## src/rtl/gpio_cfg_pkg.sv

```systemverilog
// gpio_cfg_pkg
//   Shared definitions for the user-pad configuration serializer: default
//   word width and reset value, bit positions inside a pad configuration
//   word, the transfer FSM state encoding and the chain-length helper.
package gpio_cfg_pkg;

  localparam int CFG_BITS_DEF = 13;

  // Field offsets inside one pad configuration word (LSB first).
  localparam int CFG_MGMT_EN  = 0;
  localparam int CFG_OEB      = 1;
  localparam int CFG_HLDH     = 2;
  localparam int CFG_INP_DIS  = 3;
  localparam int CFG_IB_MODE  = 4;
  localparam int CFG_ANA_EN   = 5;
  localparam int CFG_ANA_SEL  = 6;
  localparam int CFG_ANA_POL  = 7;
  localparam int CFG_SLOW_SEL = 8;
  localparam int CFG_VTRIP    = 9;
  localparam int CFG_DM_LSB   = 10;
  localparam int CFG_DM_W     = 3;

  // Management-owned pad, output driver disabled, dm = 3'b001.
  localparam logic [12:0] DEFAULT_CFG_DEF = 13'h0403;

  typedef enum logic [2:0] {
    ST_IDLE,
    ST_SHIFT_LO,
    ST_SHIFT_HI,
    ST_LOAD,
    ST_DONE
  } state_t;

  // Bits per chain: both chains are padded to the longer one.
  function automatic int chain_len(input int num_pads, input int split, input int cfg_bits);
    return cfg_bits * ((split > num_pads - split) ? split : (num_pads - split));
  endfunction

endpackage

```

## src/rtl/gpio_cfg_bitsel.sv

```systemverilog
// gpio_cfg_bitsel
//   Combinational map from a chain's down-counting bit position to the pad
//   word and bit that must be driven at that position.
//   Ports:
//     chain2    : 0 = chain 1 (pads SPLIT-1..0), 1 = chain 2 (pads SPLIT..NUM_PADS-1)
//     bit_cnt   : bits still to follow this one (L-1 for the first bit, 0 for the last)
//     word_idx  : pad index to read (0 when pad_zero)
//     bit_idx   : bit within that pad word
//     pad_zero  : position is a leading fill bit of the shorter chain
module gpio_cfg_bitsel
  import gpio_cfg_pkg::*;
#(
  parameter int NUM_PADS = 38,
  parameter int CFG_BITS = CFG_BITS_DEF,
  parameter int SPLIT    = 19,
  parameter int AW       = 6,
  parameter int BW       = 4,
  parameter int BCW      = 9
) (
  input  logic           chain2,
  input  logic [BCW-1:0] bit_cnt,
  output logic [AW-1:0]  word_idx,
  output logic [BW-1:0]  bit_idx,
  output logic           pad_zero
);

  localparam int unsigned CB_U    = CFG_BITS;
  localparam int unsigned SPLIT_U = SPLIT;
  localparam int unsigned PADS_U  = NUM_PADS;

  int unsigned pos_u;
  int unsigned word_from_end;

  // The last bit shifted out of each chain is the LSB of the nearest pad
  // (pad 0 on chain 1, pad NUM_PADS-1 on chain 2), so counting from the end
  // of the stream gives the word/bit directly; positions beyond the chain's
  // own pads are the leading fill zeros.
  always_comb begin
    pos_u         = 32'(bit_cnt);
    word_from_end = pos_u / CB_U;
    bit_idx       = BW'(pos_u % CB_U);
    word_idx      = '0;
    pad_zero      = 1'b1;
    if (!chain2) begin
      if (word_from_end < SPLIT_U) begin
        pad_zero = 1'b0;
        word_idx = AW'(word_from_end);
      end
    end else begin
      if (word_from_end < (PADS_U - SPLIT_U)) begin
        pad_zero = 1'b0;
        word_idx = AW'(PADS_U - 32'd1 - word_from_end);
      end
    end
  end

endmodule

```

## src/rtl/gpio_cfg_serializer.sv

```systemverilog
// gpio_cfg_serializer
//   Holds one configuration word per user pad and shifts all words out over
//   two parallel daisy chains, then strobes a load into every pad.
//
//   state     | meaning
//   ----------+-----------------------------------------------------------
//   IDLE      | outputs 0, writes accepted, waits for xfer_start
//   SHIFT_LO  | serial_clock low, new data bit presented, CLK_DIV cycles
//   SHIFT_HI  | serial_clock high, data held, CLK_DIV cycles
//   LOAD      | serial_load high, clock/data low, 2*CLK_DIV cycles
//   DONE      | one-cycle xfer_done pulse, busy released
//
//   Ports:
//     clock, reset           : core clock, async active-high reset
//     cfg_we/addr/wdata      : word write (IDLE only, addr < NUM_PADS)
//     cfg_rdata              : registered read of word cfg_addr (0 if out of range)
//     cfg_err                : one-cycle pulse for a rejected write
//     xfer_start             : begin a transfer (sampled in IDLE)
//     xfer_busy, xfer_done   : transfer status
//     serial_clock/load      : shared shift clock and load strobe
//     serial_data_1/2        : chain 1 / chain 2 data
module gpio_cfg_serializer
  import gpio_cfg_pkg::*;
#(
  parameter int                  NUM_PADS    = 38,
  parameter int                  CFG_BITS    = CFG_BITS_DEF,
  parameter int                  SPLIT       = 19,
  parameter int                  CLK_DIV     = 2,
  parameter logic [CFG_BITS-1:0] DEFAULT_CFG = CFG_BITS'(DEFAULT_CFG_DEF)
) (
  input  logic                          clock,
  input  logic                          reset,
  input  logic                          cfg_we,
  input  logic [$clog2(NUM_PADS)-1:0]   cfg_addr,
  input  logic [CFG_BITS-1:0]           cfg_wdata,
  output logic [CFG_BITS-1:0]           cfg_rdata,
  output logic                          cfg_err,
  input  logic                          xfer_start,
  output logic                          xfer_busy,
  output logic                          xfer_done,
  output logic                          serial_clock,
  output logic                          serial_load,
  output logic                          serial_data_1,
  output logic                          serial_data_2
);

  localparam int AW  = $clog2(NUM_PADS);
  localparam int L   = chain_len(NUM_PADS, SPLIT, CFG_BITS);
  localparam int BCW = $clog2(L + 1);
  localparam int BW  = (CFG_BITS > 1) ? $clog2(CFG_BITS) : 1;
  localparam int DW  = $clog2(2 * CLK_DIV);

  localparam logic [DW-1:0]  HALF_LOAD = DW'(CLK_DIV - 1);
  localparam logic [DW-1:0]  LOAD_LOAD = DW'(2 * CLK_DIV - 1);
  localparam logic [BCW-1:0] BIT_FIRST = BCW'(L - 1);

  logic [CFG_BITS-1:0] cfg_mem [NUM_PADS];
  state_t              state;
  logic [DW-1:0]       div_cnt;
  logic [BCW-1:0]      bit_cnt;
  logic [BCW-1:0]      sel_cnt;
  logic                addr_ok;

  logic [AW-1:0] word_1, word_2;
  logic [BW-1:0] bit_1, bit_2;
  logic          pad_zero_1, pad_zero_2;
  logic          next_bit_1, next_bit_2;

  assign addr_ok = ({{(32-AW){1'b0}}, cfg_addr} < 32'(NUM_PADS));

  // Data is registered on entry to SHIFT_LO, so the selectors look at the
  // bit about to be presented: the first bit from IDLE, the next one from
  // SHIFT_HI. The underflow when bit_cnt is 0 falls into the fill region
  // and is never used.
  assign sel_cnt = (state == ST_IDLE) ? BIT_FIRST : (bit_cnt - 1'b1);

  gpio_cfg_bitsel #(
    .NUM_PADS (NUM_PADS),
    .CFG_BITS (CFG_BITS),
    .SPLIT    (SPLIT),
    .AW       (AW),
    .BW       (BW),
    .BCW      (BCW)
  ) u_bitsel_1 (
    .chain2   (1'b0),
    .bit_cnt  (sel_cnt),
    .word_idx (word_1),
    .bit_idx  (bit_1),
    .pad_zero (pad_zero_1)
  );

  gpio_cfg_bitsel #(
    .NUM_PADS (NUM_PADS),
    .CFG_BITS (CFG_BITS),
    .SPLIT    (SPLIT),
    .AW       (AW),
    .BW       (BW),
    .BCW      (BCW)
  ) u_bitsel_2 (
    .chain2   (1'b1),
    .bit_cnt  (sel_cnt),
    .word_idx (word_2),
    .bit_idx  (bit_2),
    .pad_zero (pad_zero_2)
  );

  assign next_bit_1 = pad_zero_1 ? 1'b0 : cfg_mem[word_1][bit_1];
  assign next_bit_2 = pad_zero_2 ? 1'b0 : cfg_mem[word_2][bit_2];

  // Register file: writes only while idle, reads always allowed.
  always_ff @(posedge clock or posedge reset) begin
    if (reset) begin
      for (int i = 0; i < NUM_PADS; i++) cfg_mem[i] <= DEFAULT_CFG;
      cfg_rdata <= '0;
      cfg_err   <= 1'b0;
    end else begin
      cfg_err <= 1'b0;
      if (cfg_we) begin
        if (state == ST_IDLE && addr_ok) cfg_mem[cfg_addr] <= cfg_wdata;
        else                             cfg_err <= 1'b1;
      end
      cfg_rdata <= addr_ok ? cfg_mem[cfg_addr] : '0;
    end
  end

  always_ff @(posedge clock or posedge reset) begin
    if (reset) begin
      state         <= ST_IDLE;
      div_cnt       <= '0;
      bit_cnt       <= '0;
      xfer_busy     <= 1'b0;
      xfer_done     <= 1'b0;
      serial_clock  <= 1'b0;
      serial_load   <= 1'b0;
      serial_data_1 <= 1'b0;
      serial_data_2 <= 1'b0;
    end else begin
      case (state)
        ST_IDLE: begin
          if (xfer_start) begin
            state         <= ST_SHIFT_LO;
            xfer_busy     <= 1'b1;
            div_cnt       <= HALF_LOAD;
            bit_cnt       <= BIT_FIRST;
            serial_data_1 <= next_bit_1;
            serial_data_2 <= next_bit_2;
          end
        end
        ST_SHIFT_LO: begin
          if (div_cnt == '0) begin
            state        <= ST_SHIFT_HI;
            serial_clock <= 1'b1;
            div_cnt      <= HALF_LOAD;
          end else begin
            div_cnt <= div_cnt - 1'b1;
          end
        end
        ST_SHIFT_HI: begin
          if (div_cnt == '0) begin
            serial_clock <= 1'b0;
            if (bit_cnt == '0) begin
              state         <= ST_LOAD;
              serial_load   <= 1'b1;
              serial_data_1 <= 1'b0;
              serial_data_2 <= 1'b0;
              div_cnt       <= LOAD_LOAD;
            end else begin
              state         <= ST_SHIFT_LO;
              bit_cnt       <= bit_cnt - 1'b1;
              serial_data_1 <= next_bit_1;
              serial_data_2 <= next_bit_2;
              div_cnt       <= HALF_LOAD;
            end
          end else begin
            div_cnt <= div_cnt - 1'b1;
          end
        end
        ST_LOAD: begin
          if (div_cnt == '0) begin
            state       <= ST_DONE;
            serial_load <= 1'b0;
            xfer_done   <= 1'b1;
            xfer_busy   <= 1'b0;
          end else begin
            div_cnt <= div_cnt - 1'b1;
          end
        end
        ST_DONE: begin
          state     <= ST_IDLE;
          xfer_done <= 1'b0;
        end
        default: begin
          state         <= ST_IDLE;
          xfer_busy     <= 1'b0;
          xfer_done     <= 1'b0;
          serial_clock  <= 1'b0;
          serial_load   <= 1'b0;
          serial_data_1 <= 1'b0;
          serial_data_2 <= 1'b0;
        end
      endcase
    end
  end

endmodule

```

## config.mk

```make
export PLATFORM = sky130hd
export DESIGN_NAME = gpio_cfg_serializer
export DESIGN_NICKNAME = d
export VERILOG_FILES = /design/src/rtl/gpio_cfg_pkg.sv /design/src/rtl/gpio_cfg_bitsel.sv /design/src/rtl/gpio_cfg_serializer.sv
export SDC_FILE = /design/constraint.sdc
export NUM_CORES = 2
export LEC_CHECK = 0
export BUFFER_PORTS_ARGS = -buffer_cell sky130_fd_sc_hd__buf_2
export CAP_MARGIN = 20
export CORE_AREA = 10 10 340 342
export CTS_CLUSTER_SIZE = 28
export DETAILED_ROUTE_END_ITERATION = 12
export DIE_AREA = 0 0 350 352
export PLACE_DENSITY = 0.51
export SYNTH_ARGS = -nofsm -noshare
export SYNTH_HDL_FRONTEND = slang
export SYNTH_SLANG_ARGS = --single-unit
export TNS_END_PERCENT = 30
```

## constraint.sdc

```tcl
create_clock -name clock -period 18.7 [get_ports clock]
set_clock_uncertainty 0.2 [all_clocks]
set_input_delay 1.87 -clock clock [delete_from_list [all_inputs] [get_ports clock]]
set_output_delay 1.87 -clock clock [all_outputs]
set_load 0.02 [all_outputs]
```

==> results.md <==
* Run status: complete, no violations
* Resized Gates After CTS at 0
* Kind of capture point of the worst setup path: flop
* Cts-stage hold buffer count at 0
* TritonCTS Sinks at 527
* Max incr delay on CP at 1090 ps
* Overflow left after global routing at 0
* Startpoint of the worst register-to-register path: bit_cnt[0]$_DFFE_PP0P_
* Area fraction of the dominant cell type after synthesis at 0.3194
* First-pass GRT wire length at 206500 microns
* Post-CTS setup buffer count at 0
* Port Buffers at 42
* Number of enable flip-flop cells after synthesis at 0
* Post-route standard cell area excluding fillers at 36190 sq um
* Final critical-path setup slack at 5868 ps
* Top post-synthesis cells by area: dfrtp_1, mux2_2, dfstp_2, nand2_1, a22oi_1
* Count of warnings emitted by yosys at 0
* Finish-stage setup viols at 0
* Unique masters post-synth at 98
* Std cell rows at 121
* DRT Wirelength at 143300 microns
* Number of synthesized register bits at 527
* Post-Syn Area per Cell at 10.02 sq um
* Total negative slack at 0 ps
* Number of vias after detailed routing at 29300
* Startpoint of the tightest hold check path: xfer_done$_DFFE_PP0P_
* Primary flip-flop cell chosen by synthesis mapping: dfrtp_1
* Sequential area share after synthesis at 0.4120
* Number of hold violations in the final report at 0
* Area of placed instances at 33950 sq um
* Cell type with the largest total area after synthesis: dfrtp_1
* CTS tree: done
* Iter 0 DRT Violations at 4016
* Weighted congestion reported at the end of routability-driven placement at 0.9478
* Post-layout net count at 3158
* Data arrival at the endpoint of the critical path at 13230 ps
* Maximum count of clock buffers along a single path at 3
* Final Slew Violations at 0
* Max FO, Critical Path at 57
* Standard cell core area at 108600 sq um
* Number of global-route vias before repair at 28070
* Antenna violations before repair at 8
* Critical path startpoint: bit_cnt[0]$_DFFE_PP0P_
* Most frequent cell on the critical path: ha_1
* Normalized max-slew margin at 0.1441
* Die Span Y at 352 microns
* Overall routing resource usage at 0.2234
* Unrepaired setup endpoints after global routing: false
* Max-capacitance violation count at 0
* Width of the die at 350 microns
* Highest achievable clock rate at 77.93 MHz
* Least-Margin Pin Slew at 1267 ps
* Layout-stage area growth over the synthesis result at 11.85%
* Fraction of layout instances using a drive strength above 1 at 0.2979
* Post-route antenna net violation count at 0
* Source-to-sink clock delay at the later pin of the worst-skew pair at 700 ps
* Worst slack, placed at 6114 ps
* Average via count per standard cell at 6.381
* Post-route fraction of the period consumed by the critical path at 0.6862
* Pin count of the biggest net entering global routing at 110
* Post-Synthesis Cell Area at 32350 sq um
* Most common library cells after synthesis: mux2_2, dfrtp_1, nand2_1, clkbuf_1, a22oi_1
* Total DRC errors in the routed layout at 0
* Buf+Inv Stages, Crit Path at 5
* DIE AREA at 123200 sq um
* Crit Path Category: flop to flop
* Starting Density at 0.2980
* Detail Placement HPWL at 89290 microns
* Nets in the synthesized netlist at 3265
* Number of levels the H-tree was split into at 2
* Total iterations of the first detailed-routing run at 6
* Fin crit period at 12830 ps
* Async SR Flop Fraction at 1.000
* Setup crit start kind: flop
* Cell at the root of the clock tree: clkbuf_16
* Leading cell type by number of instances after synthesis: mux2_2
* Cell with the largest stage delay on the worst path: nor4bb_1
* Family with the most delay on the worst path: compound AO/OA/AOI/OAI gates
* Clock-pin slew reported for the worst setup and hold paths after clock tree synthesis at 60 ps
* Type of the most critical hold path: flop to flop
* Count of boundary I/O pins at 43
* Number of placed instances, taps included at 4471
* Count of mapped cells out of synthesis at 3230
* TritonCTS Buffers at 61
* Data required time at the worst endpoint at 19090 ps
* Cell Count, Final, Fillers Out at 4591
* Routed len/inst at 31.21 microns
[cell families (layout without fill, tap and decap cells)]
kind of cell / after synthesis / count (layout) / share of synthesized area
and+or+nand+nor: 833 / 833 / 0.1170
adders and majority gates: 12 / 12 / 0.004641
buffers and inverters: 338 / 284 / 0.04378
other: 0 / 1 / 0
muxes: 656 / 656 / 0.2269
AOI/OAI and AO/OA: 854 / 854 / 0.1929
xor gates and xnor gates: 10 / 10 / 0.002707
DFF: 527 / 527 / 0.4120
[cell usage in the layout (no fill, tap or decap), types with 110 or more instances in the layout]
master	n
mux2i_1	130
a21oi_1	121
dfstp_2	114
a221oi_1	124
nor2_1	110
nand3_1	125
mux2_2	515
nand2_1	397
a22oi_1	192
dfrtp_1	413
[through the flow]
step	hold WS, ps	utilization
after floorplan	272.3	-
after detailed placement	279.3	0.3127
final	291.9	0.3334
after global placement	267.4	0.3121
after CTS	305.0	0.3330
after global routing	334.3	0.3333
[registers in the layout, indices dropped and copies added, names as in the netlist]
register / count
bit_cnt: 8
cfg_err: 1
cfg_mem: 494
cfg_rdata: 13
div_cnt: 2
serial_clock: 1
serial_data_1: 1
serial_data_2: 1
serial_load: 1
state: 3
xfer_busy: 1
xfer_done: 1
[final timing paths]
| kind | to | slack [ps] | depth (start not counted) |
|---|---|---|---|
| worst max-delay path | serial_data_2$_DFFE_PP0P_ | 5870 | 40 |
| worst min-delay path | xfer_done$_DFFE_PP0P_ | 290 | 1 |
| worst max register to register | serial_data_2$_DFFE_PP0P_ | 5870 | 40 |
| worst min register to register | xfer_done$_DFFE_PP0P_ | 290 | 1 |
| max in group asynchronous | cfg_mem[271]$_DFFE_PP0P_ | 15550 | 3 |
| min in group asynchronous | cfg_mem[488]$_DFFE_PP0P_ | 1170 | 2 |
[layout make-up]
cell class / instances / area [sq um]
diodes: 1 / 2.502
clock buffers: 89 / 1773
clock inverters: 27 / 426.7
fillers: 10940 / 72360
inverters: 26 / 112.6
multi-input cells: 2365 / 17750
flip-flops and latches: 527 / 13330
well taps: 1414 / 1769
repair buffers: 142 / 1020
[routing by layer]
metal | vias to the layer above | global-route usage | routed length, microns | part of all wire
li1 | 12070 | - | - | -
met1 | 14750 | 0.2994 | 57960 | 0.40
met2 | 1933 | 0.3257 | 60220 | 0.42
met3 | 528 | 0.06007 | 16210 | 0.11
met4 | 10 | 0.1140 | 8842 | 0.062
met5 | - | 0 | 68 | 0.00047
Power is not shown: default switching activity piles up to over one toggle a cycle in this logic, so the estimate is an artifact.
